### src/rtl/fmul_feeder_pkg.sv
// fmul_feeder_pkg: shared types and constants for the FP32 multiplier operand feeder.
package fmul_feeder_pkg;

   localparam int FP_W = 32;
   localparam logic [FP_W-1:0] QNAN = 32'h7FC0_0000;

   typedef enum logic [3:0] {
      S_IDLE,
      S_CLR,
      S_LD_A,
      S_REL_A,
      S_LD_B,
      S_REL_B,
      S_START,
      S_WAIT_RES,
      S_REL_RES
   } state_t;

   typedef struct packed {
      logic [FP_W-1:0] a;
      logic [FP_W-1:0] b;
   } pair_t;

   // Width of a down-counter that must hold the largest of three phase lengths minus one
   function automatic int cnt_width(input int len_a, input int len_b, input int len_c);
      int m;
      m = len_a;
      if (len_b > m) m = len_b;
      if (len_c > m) m = len_c;
      return (m < 2) ? 1 : $clog2(m);
   endfunction

endpackage

### src/rtl/fmul_operand_feeder_if.sv
// fmul_operand_feeder_if: operand input, multiplier load/result and product output signals.
// master = the feeder, slave = the surrounding producer/multiplier/consumer.
interface fmul_operand_feeder_if;

   logic                           in_valid;
   logic                           in_ready;
   logic [fmul_feeder_pkg::FP_W-1:0] in_a;
   logic [fmul_feeder_pkg::FP_W-1:0] in_b;
   logic                           mul_clr;
   logic [fmul_feeder_pkg::FP_W-1:0] mul_bus;
   logic                           mul_ready;
   logic                           mul_accept;
   logic                           mul_start;
   logic                           res_ready;
   logic [fmul_feeder_pkg::FP_W-1:0] res_bus;
   logic                           res_accept;
   logic                           out_valid;
   logic                           out_ready;
   logic [fmul_feeder_pkg::FP_W-1:0] out_data;
   logic                           out_err;

   modport master (
      input  in_valid, in_a, in_b, mul_accept, res_ready, res_bus, out_ready,
      output in_ready, mul_clr, mul_bus, mul_ready, mul_start, res_accept,
             out_valid, out_data, out_err
   );

   modport slave (
      output in_valid, in_a, in_b, mul_accept, res_ready, res_bus, out_ready,
      input  in_ready, mul_clr, mul_bus, mul_ready, mul_start, res_accept,
             out_valid, out_data, out_err
   );

endinterface

### src/rtl/fmul_pair_fifo.sv
// fmul_pair_fifo: DEPTH-entry operand-pair FIFO, wrap-bit pointers, registered full/empty.
// A push into a full FIFO is refused even when a pop happens in the same cycle.
module fmul_pair_fifo
   import fmul_feeder_pkg::*;
#(
   parameter int DEPTH = 4
) (
   input  logic  clk,
   input  logic  rst_n,
   input  logic  i_push,
   input  pair_t i_data,
   input  logic  i_pop,
   output pair_t o_data,
   output logic  o_full,
   output logic  o_empty
);
   localparam int AW = $clog2(DEPTH);

   pair_t       r_mem [DEPTH];
   logic [AW:0] r_wr_ptr;
   logic [AW:0] r_rd_ptr;
   logic        r_full;
   logic        r_empty;
   logic [AW:0] w_wr_nxt;
   logic [AW:0] w_rd_nxt;
   logic        w_push_ok;
   logic        w_pop_ok;

   assign w_push_ok = i_push && !r_full;
   assign w_pop_ok  = i_pop && !r_empty;
   assign w_wr_nxt  = r_wr_ptr + {{AW{1'b0}}, w_push_ok};
   assign w_rd_nxt  = r_rd_ptr + {{AW{1'b0}}, w_pop_ok};
   assign o_data    = r_mem[r_rd_ptr[AW-1:0]];
   assign o_full    = r_full;
   assign o_empty   = r_empty;

   // Storage write; contents need no reset since empty gates every read
   always_ff @(posedge clk) begin
      if (w_push_ok) r_mem[r_wr_ptr[AW-1:0]] <= i_data;
   end

   // Pointers and flags computed from the next pointer values
   always_ff @(posedge clk or negedge rst_n) begin
      if (!rst_n) begin
         r_wr_ptr <= '0;
         r_rd_ptr <= '0;
         r_full   <= 1'b0;
         r_empty  <= 1'b1;
      end else begin
         r_wr_ptr <= w_wr_nxt;
         r_rd_ptr <= w_rd_nxt;
         r_full   <= (w_wr_nxt[AW] != w_rd_nxt[AW]) && (w_wr_nxt[AW-1:0] == w_rd_nxt[AW-1:0]);
         r_empty  <= (w_wr_nxt == w_rd_nxt);
      end
   end

endmodule

### src/rtl/fmul_operand_feeder.sv
// fmul_operand_feeder: buffers FP32 operand pairs, clears the multiplier, loads A then B
// over a four-phase word handshake, starts it and returns the product on a valid/ready port.
// Build option FMUL_FEEDER_TIMEOUT_EN: watchdog over WAIT_RES/REL_RES that returns qNaN
// with out_err=1 after TIMEOUT cycles; without it out_err is tied low.
//
// state      | meaning
// S_IDLE     | wait for a buffered pair and a drained output
// S_CLR      | mul_clr high for CLR_CYCLES
// S_LD_A     | A on mul_bus, mul_ready high until mul_accept
// S_REL_A    | A held, wait for mul_accept low
// S_LD_B     | B on mul_bus, mul_ready high until mul_accept
// S_REL_B    | B held, wait for mul_accept low
// S_START    | mul_start high for START_CYCLES
// S_WAIT_RES | wait for res_ready, capture res_bus
// S_REL_RES  | res_accept high until res_ready low
module fmul_operand_feeder
   import fmul_feeder_pkg::*;
#(
   parameter int DEPTH        = 4,
   parameter int CLR_CYCLES   = 2,
   parameter int START_CYCLES = 2,
   parameter int TIMEOUT      = 64
) (
   input logic                   clk,
   input logic                   rst_n,
   fmul_operand_feeder_if.master ifc
);
   localparam int CNT_W = cnt_width(CLR_CYCLES, START_CYCLES, TIMEOUT);

   state_t           r_state;
   state_t           w_state_nxt;
   logic [CNT_W-1:0] r_cnt;
   logic             w_cnt_tc;
   logic             w_tmo;
   logic             w_pop;
   logic             w_fifo_full;
   logic             w_fifo_empty;
   pair_t            w_in_pair;
   pair_t            w_fifo_pair;
   logic [FP_W-1:0]  r_a;
   logic [FP_W-1:0]  r_b;
   logic [FP_W-1:0]  r_out_data;
   logic             r_out_valid;

   assign w_in_pair     = '{a: ifc.in_a, b: ifc.in_b};
   assign w_cnt_tc      = (r_cnt == '0);
   assign w_pop         = (r_state == S_IDLE) && !w_fifo_empty && !r_out_valid;
   assign ifc.in_ready  = !w_fifo_full;
   assign ifc.out_valid = r_out_valid;
   assign ifc.out_data  = r_out_data;

   fmul_pair_fifo #(.DEPTH(DEPTH)) u_fifo (
      .clk     (clk),
      .rst_n   (rst_n),
      .i_push  (ifc.in_valid),
      .i_data  (w_in_pair),
      .i_pop   (w_pop),
      .o_data  (w_fifo_pair),
      .o_full  (w_fifo_full),
      .o_empty (w_fifo_empty)
   );

   // State register
   always_ff @(posedge clk or negedge rst_n) begin
      if (!rst_n) r_state <= S_IDLE;
      else        r_state <= w_state_nxt;
   end

   // Next-state logic; the watchdog overrides the result handshake
   always_comb begin
      w_state_nxt = r_state;
      w_tmo       = 1'b0;
      case (r_state)
         S_IDLE:     if (w_pop)            w_state_nxt = S_CLR;
         S_CLR:      if (w_cnt_tc)         w_state_nxt = S_LD_A;
         S_LD_A:     if (ifc.mul_accept)   w_state_nxt = S_REL_A;
         S_REL_A:    if (!ifc.mul_accept)  w_state_nxt = S_LD_B;
         S_LD_B:     if (ifc.mul_accept)   w_state_nxt = S_REL_B;
         S_REL_B:    if (!ifc.mul_accept)  w_state_nxt = S_START;
         S_START:    if (w_cnt_tc)         w_state_nxt = S_WAIT_RES;
         S_WAIT_RES: if (ifc.res_ready)    w_state_nxt = S_REL_RES;
         S_REL_RES:  if (!ifc.res_ready)   w_state_nxt = S_IDLE;
         default:                          w_state_nxt = S_IDLE;
      endcase
`ifdef FMUL_FEEDER_TIMEOUT_EN
      if ((r_state == S_WAIT_RES || r_state == S_REL_RES) && w_cnt_tc) begin
         w_tmo       = 1'b1;
         w_state_nxt = S_IDLE;
      end
`endif
   end

   // Multiplier-side outputs decoded from the current state
   always_comb begin
      ifc.mul_clr    = (r_state == S_CLR);
      ifc.mul_ready  = (r_state == S_LD_A) || (r_state == S_LD_B);
      ifc.mul_start  = (r_state == S_START);
      ifc.res_accept = (r_state == S_REL_RES);
      ifc.mul_bus    = '0;
      case (r_state)
         S_LD_A, S_REL_A: ifc.mul_bus = r_a;
         S_LD_B, S_REL_B: ifc.mul_bus = r_b;
         default:         ifc.mul_bus = '0;
      endcase
   end

   // Shared phase down-counter: CLR and START lengths, and the result watchdog
   always_ff @(posedge clk or negedge rst_n) begin
      if (!rst_n) begin
         r_cnt <= '0;
      end else if (r_state == S_IDLE && w_state_nxt == S_CLR) begin
         r_cnt <= CNT_W'(CLR_CYCLES - 1);
      end else if (r_state == S_REL_B && w_state_nxt == S_START) begin
         r_cnt <= CNT_W'(START_CYCLES - 1);
`ifdef FMUL_FEEDER_TIMEOUT_EN
      end else if (r_state == S_START && w_state_nxt == S_WAIT_RES) begin
         r_cnt <= CNT_W'(TIMEOUT - 1);
`endif
      end else if (!w_cnt_tc) begin
         r_cnt <= r_cnt - CNT_W'(1);
      end
   end

   // Operand capture on pop, product capture and output valid
   always_ff @(posedge clk or negedge rst_n) begin
      if (!rst_n) begin
         r_a         <= '0;
         r_b         <= '0;
         r_out_data  <= '0;
         r_out_valid <= 1'b0;
      end else begin
         if (w_pop) begin
            r_a <= w_fifo_pair.a;
            r_b <= w_fifo_pair.b;
         end
         if (w_tmo)                                     r_out_data <= QNAN;
         else if (r_state == S_WAIT_RES && ifc.res_ready) r_out_data <= ifc.res_bus;
         if (w_tmo || (r_state == S_REL_RES && !ifc.res_ready)) r_out_valid <= 1'b1;
         else if (r_out_valid && ifc.out_ready)                 r_out_valid <= 1'b0;
      end
   end

`ifdef FMUL_FEEDER_TIMEOUT_EN
   logic r_out_err;

   // Error flag travels with the timed-out product
   always_ff @(posedge clk or negedge rst_n) begin
      if (!rst_n)                            r_out_err <= 1'b0;
      else if (w_tmo)                        r_out_err <= 1'b1;
      else if (r_out_valid && ifc.out_ready) r_out_err <= 1'b0;
   end

   assign ifc.out_err = r_out_err;
`else
   assign ifc.out_err = 1'b0;
`endif

endmodule

### src/flat_wrapper.sv
// flat-port wrapper written by rule: the top's interface ports become plain ports
module fmul_operand_feeder_flat import fmul_feeder_pkg::*;
#(
   parameter int DEPTH        = 4,
   parameter int CLR_CYCLES   = 2,
   parameter int START_CYCLES = 2,
   parameter int TIMEOUT      = 64
)
  (clk, rst_n, ifc_in_valid, ifc_in_a, ifc_in_b, ifc_mul_accept, ifc_res_ready, ifc_res_bus, ifc_out_ready, ifc_in_ready, ifc_mul_clr, ifc_mul_bus, ifc_mul_ready, ifc_mul_start, ifc_res_accept, ifc_out_valid, ifc_out_data, ifc_out_err);
  fmul_operand_feeder_if ifc_i ();
  input logic clk;
  input logic rst_n;
  input wire logic [$bits(ifc_i.in_valid)-1:0] ifc_in_valid;
  input wire logic [$bits(ifc_i.in_a)-1:0] ifc_in_a;
  input wire logic [$bits(ifc_i.in_b)-1:0] ifc_in_b;
  input wire logic [$bits(ifc_i.mul_accept)-1:0] ifc_mul_accept;
  input wire logic [$bits(ifc_i.res_ready)-1:0] ifc_res_ready;
  input wire logic [$bits(ifc_i.res_bus)-1:0] ifc_res_bus;
  input wire logic [$bits(ifc_i.out_ready)-1:0] ifc_out_ready;
  output wire logic [$bits(ifc_i.in_ready)-1:0] ifc_in_ready;
  output wire logic [$bits(ifc_i.mul_clr)-1:0] ifc_mul_clr;
  output wire logic [$bits(ifc_i.mul_bus)-1:0] ifc_mul_bus;
  output wire logic [$bits(ifc_i.mul_ready)-1:0] ifc_mul_ready;
  output wire logic [$bits(ifc_i.mul_start)-1:0] ifc_mul_start;
  output wire logic [$bits(ifc_i.res_accept)-1:0] ifc_res_accept;
  output wire logic [$bits(ifc_i.out_valid)-1:0] ifc_out_valid;
  output wire logic [$bits(ifc_i.out_data)-1:0] ifc_out_data;
  output wire logic [$bits(ifc_i.out_err)-1:0] ifc_out_err;
  assign ifc_i.in_valid = ifc_in_valid;
  assign ifc_i.in_a = ifc_in_a;
  assign ifc_i.in_b = ifc_in_b;
  assign ifc_i.mul_accept = ifc_mul_accept;
  assign ifc_i.res_ready = ifc_res_ready;
  assign ifc_i.res_bus = ifc_res_bus;
  assign ifc_i.out_ready = ifc_out_ready;
  assign ifc_in_ready = ifc_i.in_ready;
  assign ifc_mul_clr = ifc_i.mul_clr;
  assign ifc_mul_bus = ifc_i.mul_bus;
  assign ifc_mul_ready = ifc_i.mul_ready;
  assign ifc_mul_start = ifc_i.mul_start;
  assign ifc_res_accept = ifc_i.res_accept;
  assign ifc_out_valid = ifc_i.out_valid;
  assign ifc_out_data = ifc_i.out_data;
  assign ifc_out_err = ifc_i.out_err;
  fmul_operand_feeder #(.DEPTH(DEPTH), .CLR_CYCLES(CLR_CYCLES), .START_CYCLES(START_CYCLES), .TIMEOUT(TIMEOUT)) u_core (.clk(clk), .rst_n(rst_n), .ifc(ifc_i));
endmodule
### config.mk
export PLATFORM = sky130hd
export DESIGN_NAME = fmul_operand_feeder_flat
export DESIGN_NICKNAME = d
export VERILOG_FILES = /design/src/rtl/fmul_feeder_pkg.sv /design/src/rtl/fmul_operand_feeder_if.sv /design/src/rtl/fmul_pair_fifo.sv /design/src/rtl/fmul_operand_feeder.sv /design/src/flat_wrapper.sv
export SDC_FILE = /design/constraint.sdc
export NUM_CORES = 1
export LEC_CHECK = 0
export CAP_MARGIN = 20
export CORE_MARGIN = 5
export CORE_UTILIZATION = 40
export CTS_CLUSTER_DIAMETER = 40
export CTS_CLUSTER_SIZE = 28
export DETAILED_ROUTE_END_ITERATION = 12
export SYNTH_ARGS = -nofsm -noshare
export SYNTH_HDL_FRONTEND = slang
export SYNTH_SLANG_ARGS = --single-unit
export TNS_END_PERCENT = 50
### constraint.sdc
create_clock -name clk -period 6.4 [get_ports clk]
set_input_delay 0.96 -clock clk [delete_from_list [all_inputs] [get_ports clk]]
set_output_delay 0.96 -clock clk [all_outputs]
set_load 0.01 [all_outputs]
### Word level (Yosys, flattened, before mapping)

Memory sizes are Yosys's and may differ from the RTL's. A register that Yosys moved wholly into a read port is not among the register bits.
Cells that the tools add are included.

| word-level totals | value |
|---|---|
| bits in registers | 51 |
| RAM bits | 256 |
| input bits | 102 |
| output and inout bits | 71 |
| logic and storage cells | 65 |
| memories kept | 1 |

| cells by class | value |
|---|---|
| add/subtract/negate cells | 3 |
| equality and inequality tests | 14 |
| multiplexer cells | 18 |
| reduce and logical (&&, ||, !) cells | 21 |

Memory list:

| name | words | width | rd ports | clocked after Yosys merged registers in | write ports | line | RTL |
|---|---|---|---|---|---|---|---|
| u_core.u_fifo.r_mem | 4 | 64 | 1 | 1 | 1 | fmul_pair_fifo.sv:19 | `pair_t r_mem [DEPTH];` |

Operator list:

| kind | count |
|---|---|
| $pmux W32 S2 | 1 |
| $mux W4 | 9 |
| $pmux W4 S9 | 1 |
| $eq A4 B3 Y1 const B | 5 |
| $mux W6 | 3 |
| $logic_and A1 B1 Y1 | 10 |
| $eq A4 B1 Y1 const B | 2 |
| $eq A4 B2 Y1 const B | 2 |
| $add A3 B1 Y3 | 2 |
| $logic_not A6 Y1 | 1 |
| $sub A6 B1 Y6 const B | 1 |
| $logic_not A1 Y1 | 5 |
| $eq A4 B4 Y1 const B | 1 |
| $logic_not A4 Y1 | 1 |
| $mux W1 | 4 |
| $reduce_or A2 Y1 | 2 |
| $eq A3 B3 Y1 | 1 |
| $ne A3 B3 Y1 const B | 1 |
| $eq A2 B2 Y1 | 1 |
| $reduce_bool A2 Y1 | 1 |
| $logic_or A1 B1 Y1 | 1 |
| $ne A1 B1 Y1 | 1 |

### Logic depth before layout (Yosys ltp)

| depth | value |
|---|---|
| word-level depth | 9 |
| mapped depth | 10 |
| gate-level depth less buffers | 7 |

### Hierarchy

A second synthesis with hierarchy kept.

| second synthesis, totals | value |
|---|---|
| cells, all modules | 686 |
| area total of the unflattened synthesis | 14406.3 um^2 |

Modules (own cells, without submodules):

| module | times used | cells an instance | area each (um^2) | seq. area each (um^2) |
|---|---|---|---|---|
| fmul_pair_fifo | 1 | 362 | 9665.5 | 7888.8 |
| fmul_operand_feeder | 1 | 324 | 4740.8 | 2677.6 |

### Worst setup path after synthesis

No wires, ideal clock.

| timing | value |
|---|---|
| path kind | input port to flip-flop |
| start | in ifc_in_valid |
| end | mem u_core.u_fifo.r_mem[0][0] in the netlist's numbering, enable pin |
| setup time | 578 ps |
| arrival | 5901 ps |
| required time | 5822 ps |
| slack | -79 ps |
| cell stages on the path | 2 |
| buffers on the path | 0 |
| cell sequence | nor2b_1 > nor3b_1 |

| between the ends | value |
|---|---|
| longest elaborated chain between the ends | 3 |

Ends and longest elaborated chain:

| item | line | RTL |
|---|---|---|
| start, declared | flat_wrapper.sv:13 | `input wire logic [$bits(ifc_i.in_valid)-1:0] ifc_in_valid;` |
| $logic_and A1 B1 Y1 | fmul_pair_fifo.sv:29 | `assign w_push_ok = i_push && !r_full;` |
| $mux W1 | fmul_pair_fifo.sv:39 | `if (w_push_ok) r_mem[r_wr_ptr[AW-1:0]] <= i_data;` |
| $mux W1 (implied by the code) | fmul_pair_fifo.sv:39 |  |
| end, declared | fmul_pair_fifo.sv:19 |  |

Every way passes these cells.

### Worst setup path after layout

| timing | value |
|---|---|
| start | reg u_core.r_state[2] |
| end | out ifc_mul_bus[15] |

| between the ends | value |
|---|---|
| longest elaborated chain between the ends | 3 |
| elaborated cells between the ends (all ways) | 7 |
| those cells by class | 4 x eq/ne; 1 x mux; 2 x reduce/logical |

Ends and longest elaborated chain:

| item | line | RTL |
|---|---|---|
| start, declared | fmul_operand_feeder.sv:30 | `state_t r_state;` |
| start signal, assigned | fmul_operand_feeder.sv:66 | `else r_state <= w_state_nxt;` |
| $eq A4 B3 Y1 or $eq A4 B2 Y1 (tied branches) | fmul_operand_feeder.sv:100 | `case (r_state)` |
| $reduce_or A2 Y1 | fmul_operand_feeder.sv:100 |  |
| $pmux W32 S2 (*) | fmul_operand_feeder.sv:100 |  |
| end, declared | flat_wrapper.sv:22 | `output wire logic [$bits(ifc_i.mul_bus)-1:0] ifc_mul_bus;` |

Mark *: on every way between the ends. The rest lies on a longest branch, timed or not.

==> flow_metrics.tcl <==
set metrics [dict create \
    worstSetupPathType "flip-flop to output port" \
    multiInputGateArea_um2 3360 \
    path_buf_inv 1 \
    routabilityCongestion 0.713 \
    power.leakage_nw 6.34 \
    start_kind "flip-flop" \
    routed_via_density 5.12 \
    synth-seq-cells 371 \
    clock_sinks 371 \
    drt-total-wl_um 29000 \
    drtIter0Drc 367 \
    critPathLaunch "u_core.r_state[2]$_DFF_PN0_" \
    antenna_found_initial 1 \
    synth_top_area_share_pct 54.5 \
    route.detailed.wl_per_inst_um 21.3 \
    post_cts_buffers 0 \
    syn_area_per_cell_um2 20.6 \
    start_util_pct 40.6 \
    drt-pass1-iter-count 4 \
    grt_max_degree 78 \
    ys_seq_area_share_pct 74.9 \
    p_seq_share_pct 41.6 \
    dpl_cell_area_um2 16300 \
    num_vias 6987 \
    async_reset_ff_share_pct 31.0 \
    dp_hpwl_um 17600 \
    crit_path_top_delay_cell "nor2_4" \
    hold_class "primary input to async pin" \
    max_cap_viol_count 0 \
    cts_resized 0 \
    fin_setup_tns_ns 0 \
    synthCells 683 \
    finClkSkew_ns 0.0146 \
    drive_gt1_share_pct 29.0 \
    rsz0062_at_grt "no" \
    hold_viol_final 0 \
    cts_tree "built" \
    finalCritPeriodShare_pct 60.3 \
    cts.path.max_buffers 3 \
    core_area_um2 34700 \
    irDropWorstVdd_uv 273 \
    synth_nets 790 \
    clockPowerShare_pct 29.6 \
    htree_levels 2 \
    grt_use_total_pct 14.7 \
    fin_cells 1365 \
    ant_nets 0 \
    port_buffers 171 \
    critPathArrivalTime_ns 2.90 \
    switching_share_pct 29.1 \
    status "finished clean" \
    switchingPower_w 0.00261 \
    synth_edf_count 256 \
    p_int_w 0.00637 \
    synthDistinctLibCells 43 \
    clk_latency_ns 0.54 \
    synth_area_leaders "edfxtp_1 55%, dfrtp_1 20%, mux4_2 10%, mux2_2 7.7%, a22o_1 2.0%" \
    final_common_cell "edfxtp_1" \
    min_period_ns 3.86 \
    ys_warn_count 0 \
    powerDensity_nw_per_um2 501 \
    grt_pass1_vias 7444 \
    cts_buffers 47 \
    clock.fmax_mhz 259 \
    fill_cells 2812 \
    layout_common_cells "256 x edfxtp_1, 170 x clkdlybuf4s50_1, 112 x dfrtp_1" \
    slew_headroom_pct 29.5 \
    cpLargestDelayFamily "simple AND/OR/NAND/NOR gates" \
    placed_cells 1278 \
    max_stage_delay_ns 0.82 \
    crit_chain "nand2b_1, nor2_4, a22o_1, clkdlybuf4s50_1" \
    rows 68 \
    synth_top_cell_by_area "edfxtp_1" \
    io_pins 173 \
    overflow 0 \
    post-route-drc-count 0 \
    syn_to_final_growth_pct 27.1 \
    finalSetupViolCount 0 \
    path_max_fanout 32 \
    antennaDiodeCount 0 \
    clkTransAtPathRegs_ns 0.05 \
    max_slew.worst_pin.slew_ns 1.05 \
    grt_pass1_wl_um 44600 \
    die_h_um 198 \
    critical_path.endpoint_type "output port" \
    hold_ws_ns 0.441 \
    reg2reg_from "u_core.r_state[1]$_DFF_PN0_" \
    die_w_um 198 \
    seq_area_um2 10600 \
    die-area_um2 39100 \
    synth_top_flop_cell "edfxtp_1" \
    pwr-share-comb_pct 28.8 \
    syn_area_um2 14100 \
    fin_nets 979 \
    cts-root-buf "clkbuf_16" \
    cp_data_required_time_ns 5.44 \
    cts-hold-fix-buffers 0 \
    slew_viol_final 0 \
    fin_area_um2 17900 \
]
## per-stage QoR
stage	total power [W]	util, %	worst slack [ns]
2_1_floorplan	0.00534	-	1.98
3_3_place_gp	0.00640	46.9	3.13
3_5_place_dp	0.00644	46.9	3.08
4_1_cts	0.00913	51.6	2.50
5_1_grt	0.00945	51.6	2.36
6_report	0.00898	51.6	2.54
## worst paths after layout
check / endpoint / slack (ns) / depth (start not counted)
worst max-delay path: ifc_mul_bus[15] / 2.54 / 4
worst min-delay path: u_core.ifc.out_data[22]$_DFFE_PN0P_ / 0.44 / 1
worst max register to register: u_core.u_fifo.o_empty$_DFF_PN1_ / 3.63 / 7
worst min register to register: u_core.u_fifo.r_wr_ptr[2]$_DFF_PN0_ / 0.47 / 1
max in group asynchronous: u_core.r_b[8]$_DFFE_PN0P_ / 4.80 / 2
min in group clk: u_core.u_fifo.r_wr_ptr[2]$_DFF_PN0_ / 0.47 / 1
## kinds of logic (layout without fill, tap and decap cells)
kind of cell | count (synthesis) | count (layout) | synth area share [%]
buf+inv | 46 | 273 | 1.55
fa+ha+maj | 5 | 5 | 0.444
other cells | 1 | 1 | 0.0266
mux | 162 | 162 | 18.0
xor+xnor | 8 | 8 | 0.497
flops | 371 | 371 | 74.9
simple gates | 43 | 43 | 1.77
compound gates | 47 | 47 | 2.75
## flip-flops by register name (all words and copies together), names as in the netlist, 3 cells and up
name and cells:
u_core.u_fifo.r_mem 256, u_core.r_state 4, u_core.u_fifo.r_wr_ptr 3, u_core.u_fifo.r_rd_ptr 3, u_core.r_cnt 6, u_core.ifc.out_data 32
u_core.r_a 32, u_core.r_b 32
## final cells by class
cell class                      count  share of cell area, %
Clock inverter                     28                   1.81
Tap cell                          455                   3.18
Clock buffer                       59                   7.27
Multi-Input combinational cell    266                   18.7
Timing Repair Buffer              178                   9.85
Sequential cell                   371                   59.0
Inverter                            8                  0.168
## cells in the mapped netlist (all sizes together), types with 2 or more instances
cell and instances:
xnor2 6, a22o 32, mux2 97, a211oi 2, nand2b 4, nor2b 2, nor2 10, buf 20
or3 3, edfxtp 256, a21oi 5, nor3b 2, mux4 64, xor2 2, nand2 4, inv 8
nand3b 3, clkbuf 18, ha 5, and2 2, nor3 6, a21o 2, dfrtp 114
## power groups by stage
stage,clock (W),combinational (W),sequential (W)
2_1_floorplan,0,0.00175,0.00359
3_3_place_gp,0,0.00261,0.00379
3_5_place_dp,0,0.00264,0.00380
4_1_cts,0.00273,0.00265,0.00375
5_1_grt,0.00283,0.00279,0.00383
6_report,0.00265,0.00259,0.00374
## routing by layer
layer / track usage [%] / wire length, µm
met1: 21.0 / 13200
met2: 23.3 / 13500
met3: 3.32 / 1830
met4: 3.44 / 566
met5: 0 / 7
No activity file was read; power rests on OpenSTA's default activity.
